==> src/rtl/instr_fetch.sv <==
// instr_fetch: five-state MAR/MBR/IR fetch unit with jump redirect and ir_valid/ir_ready handshake.
// Optional sticky pc_wrap flag is built only when INSTR_FETCH_WRAP_FLAG_EN is defined.
module instr_fetch #(
  parameter logic [15:0] RESET_PC = 16'h0000
) (
  input  logic        clk,
  input  logic        reset,
  output logic [15:0] mem_addr,
  input  logic [15:0] mem_rdata,
  input  logic        jump,
  input  logic [15:0] jump_addr,
  input  logic        ir_ready,
  output logic        ir_valid,
  output logic [15:0] ir_out,
  output logic [3:0]  opcode,
  output logic [11:0] operand_addr,
  output logic [15:0] pc_out,
  output logic        pc_wrap
);
  typedef enum logic [2:0] {S_ADDR, S_READ, S_MBR, S_IR, S_HOLD} state_t;
  state_t state;
  logic [15:0] pc, mar, mbr, ir;
  // jump overrides every state, discarding any in-flight or held instruction
  always_ff @(posedge clk or posedge reset) begin
    if (reset) begin
      state    <= S_ADDR;
      pc       <= RESET_PC;
      mar      <= '0;
      mbr      <= '0;
      ir       <= '0;
      ir_valid <= 1'b0;
    end else if (jump) begin
      state    <= S_ADDR;
      pc       <= jump_addr;
      ir_valid <= 1'b0;
    end else begin
      case (state)
        S_ADDR: begin
          mar   <= pc;
          state <= S_READ;
        end
        S_READ: state <= S_MBR;
        S_MBR: begin
          mbr   <= mem_rdata;
          state <= S_IR;
        end
        S_IR: begin
          ir       <= mbr;
          pc       <= pc + 16'd1;
          ir_valid <= 1'b1;
          state    <= S_HOLD;
        end
        S_HOLD: begin
          if (ir_ready) begin
            ir_valid <= 1'b0;
            state    <= S_ADDR;
          end
        end
        default: state <= S_ADDR;
      endcase
    end
  end
  assign mem_addr     = mar;
  assign ir_out       = ir;
  assign opcode       = ir[15:12];
  assign operand_addr = ir[11:0];
  assign pc_out       = pc;
`ifdef INSTR_FETCH_WRAP_FLAG_EN
  logic wrap;
  always_ff @(posedge clk or posedge reset) begin
    if (reset) wrap <= 1'b0;
    else if (state == S_IR && !jump && pc == 16'hFFFF) wrap <= 1'b1;
  end
  assign pc_wrap = wrap;
`else
  assign pc_wrap = 1'b0;
`endif
endmodule

==> config.mk <==
export PLATFORM = sky130hd
export DESIGN_NAME = instr_fetch
export DESIGN_NICKNAME = d
export VERILOG_FILES = /design/src/rtl/instr_fetch.sv
export SDC_FILE = /design/constraint.sdc
export NUM_CORES = 1
export LEC_CHECK = 0
export ABC_CLOCK_PERIOD_IN_PS = 2300
export CORE_ASPECT_RATIO = 0.9
export CORE_MARGIN = 2
export CORE_UTILIZATION = 46
export DETAILED_ROUTE_END_ITERATION = 8
export GPL_ROUTABILITY_DRIVEN = 1
export GPL_TIMING_DRIVEN = 0
export PLACE_DENSITY = 0.8
export SETUP_SLACK_MARGIN = 0.1
export SYNTH_ARGS = -nofsm -noshare
export SYNTH_HDL_FRONTEND = slang
export SYNTH_SLANG_ARGS = --single-unit
==> constraint.sdc <==
create_clock -name clk -period 2.3 [get_ports clk]
set_clock_uncertainty 0.2 [all_clocks]
set_input_delay 0.23 -clock clk [delete_from_list [all_inputs] [get_ports clk]]
set_output_delay 0.23 -clock clk [all_outputs]
set_load 0.01 [all_outputs]
==> impl_metrics.yaml, run 1 <==
floorplan:
  design.core.area_um2: 6590
  ios: 102
  rows: 28
  dieWidth_um: 91.1
  chipHeight_um: 82.4
  die_area_um2: 7510
  start_util_pct: 47.7
power:
  peakVddDrop_mv: 0.572
  clockPowerShare_pct: 24.4
  pwr-share-seq_pct: 40.2
  p_leak_nw: 1.96
  p_total_mw: 4.49
  intPower_mw: 3.19
  combPwrFrac_pct: 35.4
  power.switching_mw: 1.30
  p_per_area_nw_per_um2: 998
  switching_share_pct: 29.0
global_route:
  grt_start_max_net_pins: 39
  first_global_vias: 2451
  grtUsageTotal_pct: 20.3
  grt_overflow: 0
  grt_pass1_wl_mm: 11.8
  antenna_found_initial: 0
critical_path:
  crit_buf_inv: 3
  r2r_end: "mem_addr[1]$_DFFE_PP0P_"
  crit_start: "jump"
  end_kind: "flip-flop"
  required_ns: 2.33
  cpLargestDelayFamily: "buffers and inverters"
  cp_max_fo: 10
  reg2regPathDepth: 4
  rr_startpoint: "state[2]$_DFFE_PP0P_"
  r2r_setup_slack_ns: 0.31
  critPathLaunchType: "primary input"
  crit_end: "mem_addr[1]$_DFFE_PP0P_"
  max_stage_delay_ns: 0.57
  crit_chain: "clkdlybuf4s50_1 -> buf_4 -> nor4_4 -> buf_6 -> mux2_2"
  critPathKind: "in -> reg"
  worst_path_max_delay_cell: "nor4_4"
  cp.arrival_ns: 2.04
  crit_cells: 5
timing:
  tightest_slew_ns: 0.640
  min_period_ns: 2.00
  timing.fmax_ghz: 0.499
  setup_violations: 0
  max-slew-margin-rel_pct: 57.3
  maxSlewViolCount: 0
  rsz0062_at_grt: "no"
  period_share_pct: 87.1
  finalHoldViolCount: 0
detailed_routing:
  ant_nets: 0
  drtIter0Drc: 95
  wire_per_inst_um: 15.0
  dr.pass1.iters: 4
  detail_route.vias_per_cell: 5.09
  drc: 0
  vias: 2481
  wirelength_mm: 7.30
cts:
  clock_path_buffers: 2
  tritoncts: "done"
  htree_levels: 3
  cts.repair.resized: 0
  cts_setup_buffers: 0
  cts-hold-fix-buffers: 0
  cts_root_buf: "clkbuf_8"
  cts_sinks: 68
  clkTransAtPathRegs_ns: 0.08
  clock_latency_ns: 0.34
  cts_made_buffers: 9
synth:
  syn_area_um2: 3140
  yosys_most_used_dff: "dfrtp_1"
  yosys_warnings: 0
  yosysUniqueCellTypes: 42
  yosys-top-cells-count: "68 x dfrtp_1, 65 x nand2_1, 30 x mux2_2"
  synthTopCellsByArea: "dfrtp_1 54%, mux2_2 11%, nand2_1 7.8%, buf_4 5.0%, a221o_1 1.6%"
  async_reset_ff_share_pct: 100
  seq_area_frac_synth_pct: 54.1
  netlist_instances: 280
  yosysMostFrequentCell: "dfrtp_1"
  yosysTopAreaCellShare_pct: 54.1
  ys_ff_latch: 68
  synth_edf_count: 0
  yosys.area.top_type: "dfrtp_1"
  avgSynthCellArea_um2: 11.2
  syn_nets: 317
run:
  maxCapViolations: 0
place:
  dp_cells: 471
  port_buffers: 100
  post-dp-hpwl_mm: 5.35
  gp_congestion: 0.783
cells_and_area:
  finalNonFillerCells: 487
  area_delta_synth_final_pct: 43.1
  layout-drive-gt1-share_pct: 21.4
  insertedDiodeCount: 0
  layout.nets: 429
outcome:
  status: "completed"
hold_path:
  hold_path.class: "in -> async"
-- stage by stage --
step | worst slack [ns] | cell area, um2 | hold WS [ns] | utilization (%) | setup TNS (ns)
2_1_floorplan | 0.158 | 3140 | 0.0979 | - | 0
3_3_place_gp | -0.944 | 4260 | 0.240 | 64.6 | -65.00
3_5_place_dp | -0.108 | 4280 | 0.246 | 64.9 | -0.970
4_1_cts | 0.258 | 4500 | 0.109 | 68.3 | 0
5_1_grt | 0.197 | 4500 | 0.143 | 68.3 | 0
6_report | 0.297 | 4500 | 0.0908 | 68.3 | 0
-- placed cells by master (no fill, tap or decap), types with 5 or more instances in the layout --
cell               n
a221o_1            5
buf_2              5
buf_4             21
clkbuf_8           9
clkdlybuf4s50_1  100
dfrtp_1           68
inv_1              6
mux2_2            30
nand2_1           65
nand4_1            5
nor3_1             8
o21ai_0            9
xnor2_1            5
-- area by class of cell --
class                      instances  area [um2]
buffer                            31         209
clock buffer                       9         124
clock inverter                     7        97.6
fill                             504        2090
inverter                           7        26.3
multi-input combinational        174        1210
sequential                        68        1700
tap                               90         113
timing repair buffer             101        1020
-- layer usage --
metal | part of all wire [%] | up-vias | GRT usage, %
li1 | - | 1166 | -
met1 | 45 | 1204 | 25.4
met2 | 46 | 99 | 33.0
met3 | 7.2 | 12 | 6.17
met4 | 1.8 | 0 | 9.24
met5 | 0 | - | 0
-- kinds of logic after synthesis --
family | share of synthesized area, %
and+or+nand+nor | 18.3
muxes | 11.8
xor gates and xnor gates | 2.23
other | 0.119
AOI/OAI and AO/OA | 5.53
adders and majority gates | 0.398
DFF | 54.1
buffers and inverters | 7.48
-- power groups by stage --
| stage | Sequential, mW | Combinational, mW | Clock, mW |
|---|---|---|---|
| after floorplan | 1.89 | 0.658 | 0 |
| after global placement | 1.80 | 1.56 | 0 |
| after detailed placement | 1.83 | 1.61 | 0 |
| after CTS | 1.81 | 1.61 | 1.11 |
| after global routing | 1.86 | 1.70 | 1.16 |
| final | 1.81 | 1.59 | 1.09 |
-- registers in the layout, indices dropped and copies added, names as in the netlist --
signal,flops
state,3
mem_addr,16
ir_valid,1
ir_out,16
pc_out,16
mbr,16
-- worst min-delay path by stage --
stage	startpoint	end
2_1_floorplan	jump	state[0]$_DFFE_PP0P_
3_3_place_gp	mbr[0]$_DFFE_PP0P_	ir_out[0]$_DFFE_PP0P_
4_1_cts	reset	ir_out[9]$_DFFE_PP0P_
3_5_place_dp	mbr[0]$_DFFE_PP0P_	ir_out[0]$_DFFE_PP0P_
5_1_grt	reset	mbr[8]$_DFFE_PP0P_
6_report	reset	mbr[8]$_DFFE_PP0P_
Power figures use the tool's default switching activity.
==> run 2: changes to the inputs <==
- ABC_CLOCK_PERIOD_IN_PS: 2300 -> 2350
- CORE_UTILIZATION: 46 -> 50
- PLACE_DENSITY: 0.8 -> 0.86
- clock period: 2.3 -> 2.35 ns (I/O delays scaled with it)
==> run 2 against run 1 <==
Against the previous run:
- sequential power fell by 3%
- first-iteration DRC count rose by 31%
- register-to-register slack gained 0.04 ns
- critical path type unchanged
- clock power about the same
- final cell count is 0.62% lower
- global-route usage grew 2.0 points
- core utilization increased by 5.2 points
- die area decreased by 7.6%
==> impl_metrics.yaml, run 2 (synthesis results as in run 1) <==
outcome:
  status: "completed"
global_route:
  grt_overflow: 0
  first_global_vias: 2535
  grt_start_max_net_pins: 39
  antenna_found_initial: 0
  grt_pass1_wl_mm: 11.9
  grtUsageTotal_pct: 22.3
floorplan:
  start_util_pct: 51.4
  design.core.area_um2: 6110
  dieWidth_um: 87.6
  die_area_um2: 6940
  chipHeight_um: 79.2
  ios: 102
  rows: 27
detailed_routing:
  drtIter0Drc: 124
  dr.pass1.iters: 4
  wire_per_inst_um: 14.8
  ant_nets: 0
  wirelength_mm: 7.14
  detail_route.vias_per_cell: 5.20
  vias: 2515
  drc: 0
cts:
  clkTransAtPathRegs_ns: 0.08
  cts_setup_buffers: 0
  cts-hold-fix-buffers: 0
  cts_root_buf: "clkbuf_8"
  htree_levels: 3
  clock_path_buffers: 2
  cts_made_buffers: 9
  cts.repair.resized: 0
  tritoncts: "done"
  cts_sinks: 68
  clock_latency_ns: 0.35
critical_path:
  end_kind: "flip-flop"
  cp_max_fo: 10
  required_ns: 2.39
  reg2regPathDepth: 4
  critPathKind: "in -> reg"
  cp.arrival_ns: 2.05
  critPathLaunchType: "primary input"
timing:
  worst_slack_ns: 0.333
  tightest_slew_ns: 0.639
  period_share_pct: 85.8
  finalHoldViolCount: 0
  tns_ns: 0
  rsz0062_at_grt: "no"
  maxSlewViolCount: 0
  timing.fmax_ghz: 0.496
  holdWs_ns: 0.0797
  max-slew-margin-rel_pct: 57.3
  setup_violations: 0
  min_period_ns: 2.02
cells_and_area:
  fillers: 423
  area_delta_synth_final_pct: 43.0
  layout_common_cells: "100 x clkdlybuf4s50_1, 68 x dfrtp_1, 65 x nand2_1, 30 x mux2_2, 21 x buf_4"
  layout-drive-gt1-share_pct: 21.4
  final_common_cell: "clkdlybuf4s50_1"
  insertedDiodeCount: 0
  finalNonFillerCells: 484
  layout.nets: 429
place:
  post-dp-hpwl_mm: 5.10
  dp_slack_ns: -0.0526
  dp_cells: 468
  port_buffers: 100
  gp_congestion: 0.880
power:
  peakVddDrop_mv: 0.732
  p_per_area_nw_per_um2: 976
  p_total_mw: 4.39
  p_leak_nw: 1.96
run:
  maxCapViolations: 0
hold_path:
  hold_path.class: "in -> async"
run 2: cell counts in the layout (fill, tap and decap cells not counted):
No cell type changed its count.
run 2: critical path, stage by stage:
cell,delay [ns]
clkdlybuf4s50_1,0.45
buf_4,0.20
nor4_4,0.59
buf_6,0.24
mux2_2,0.34
run 2: layer usage:
| layer | track usage, % | part of all wire (%) | up-vias |
|---|---|---|---|
| met5 | 0 | 0 | - |
| met4 | 6.31 | 1.2 | 0 |
| met3 | 7.17 | 7.4 | 12 |
| met2 | 36.9 | 49 | 125 |
| met1 | 28.1 | 43 | 1206 |
| li1 | - | - | 1172 |
run 2: worst paths after layout:
check,slack [ns],from,to
max,0.33,jump,mem_addr[9]$_DFFE_PP0P_
min,0.08,reset,ir_out[4]$_DFFE_PP0P_
max reg2reg,0.35,state[2]$_DFFE_PP0P_,mem_addr[9]$_DFFE_PP0P_
min reg2reg,0.26,mbr[0]$_DFFE_PP0P_,ir_out[0]$_DFFE_PP0P_
max in group asynchronous,1.23,reset,ir_valid$_DFFE_PP0P_
min in group clk,0.25,jump_addr[0],pc_out[0]$_DFFE_PP0P_
run 2: final cells by class:
class / count / area, um2 / share of cell area [%]
clock inverter: 7 / 97.6 / 2.17
clock buffer: 9 / 124 / 2.76
inverter: 7 / 26.3 / 0.585
buffer: 31 / 209 / 4.65
timing repair buffer: 101 / 1020 / 22.7
multi-input combinational: 174 / 1210 / 26.8
tap: 87 / 109 / 2.42
sequential: 68 / 1700 / 37.9
run 2: power by group:
part | internal (mW) | leakage, nW | switching [mW]
Combinational | 0.994 | 1.01 | 0.555
Sequential | 1.52 | 0.841 | 0.243
Clock | 0.602 | 0.106 | 0.472
Total | 3.12 | 1.96 | 1.27
run 2: through the flow:
step                util (%)  area [um2]
floorplan                  -        3140
global placement        69.6        4250
detailed placement      69.9        4270
CTS                     73.5        4490
global route            73.5        4490
finish                  73.5        4490
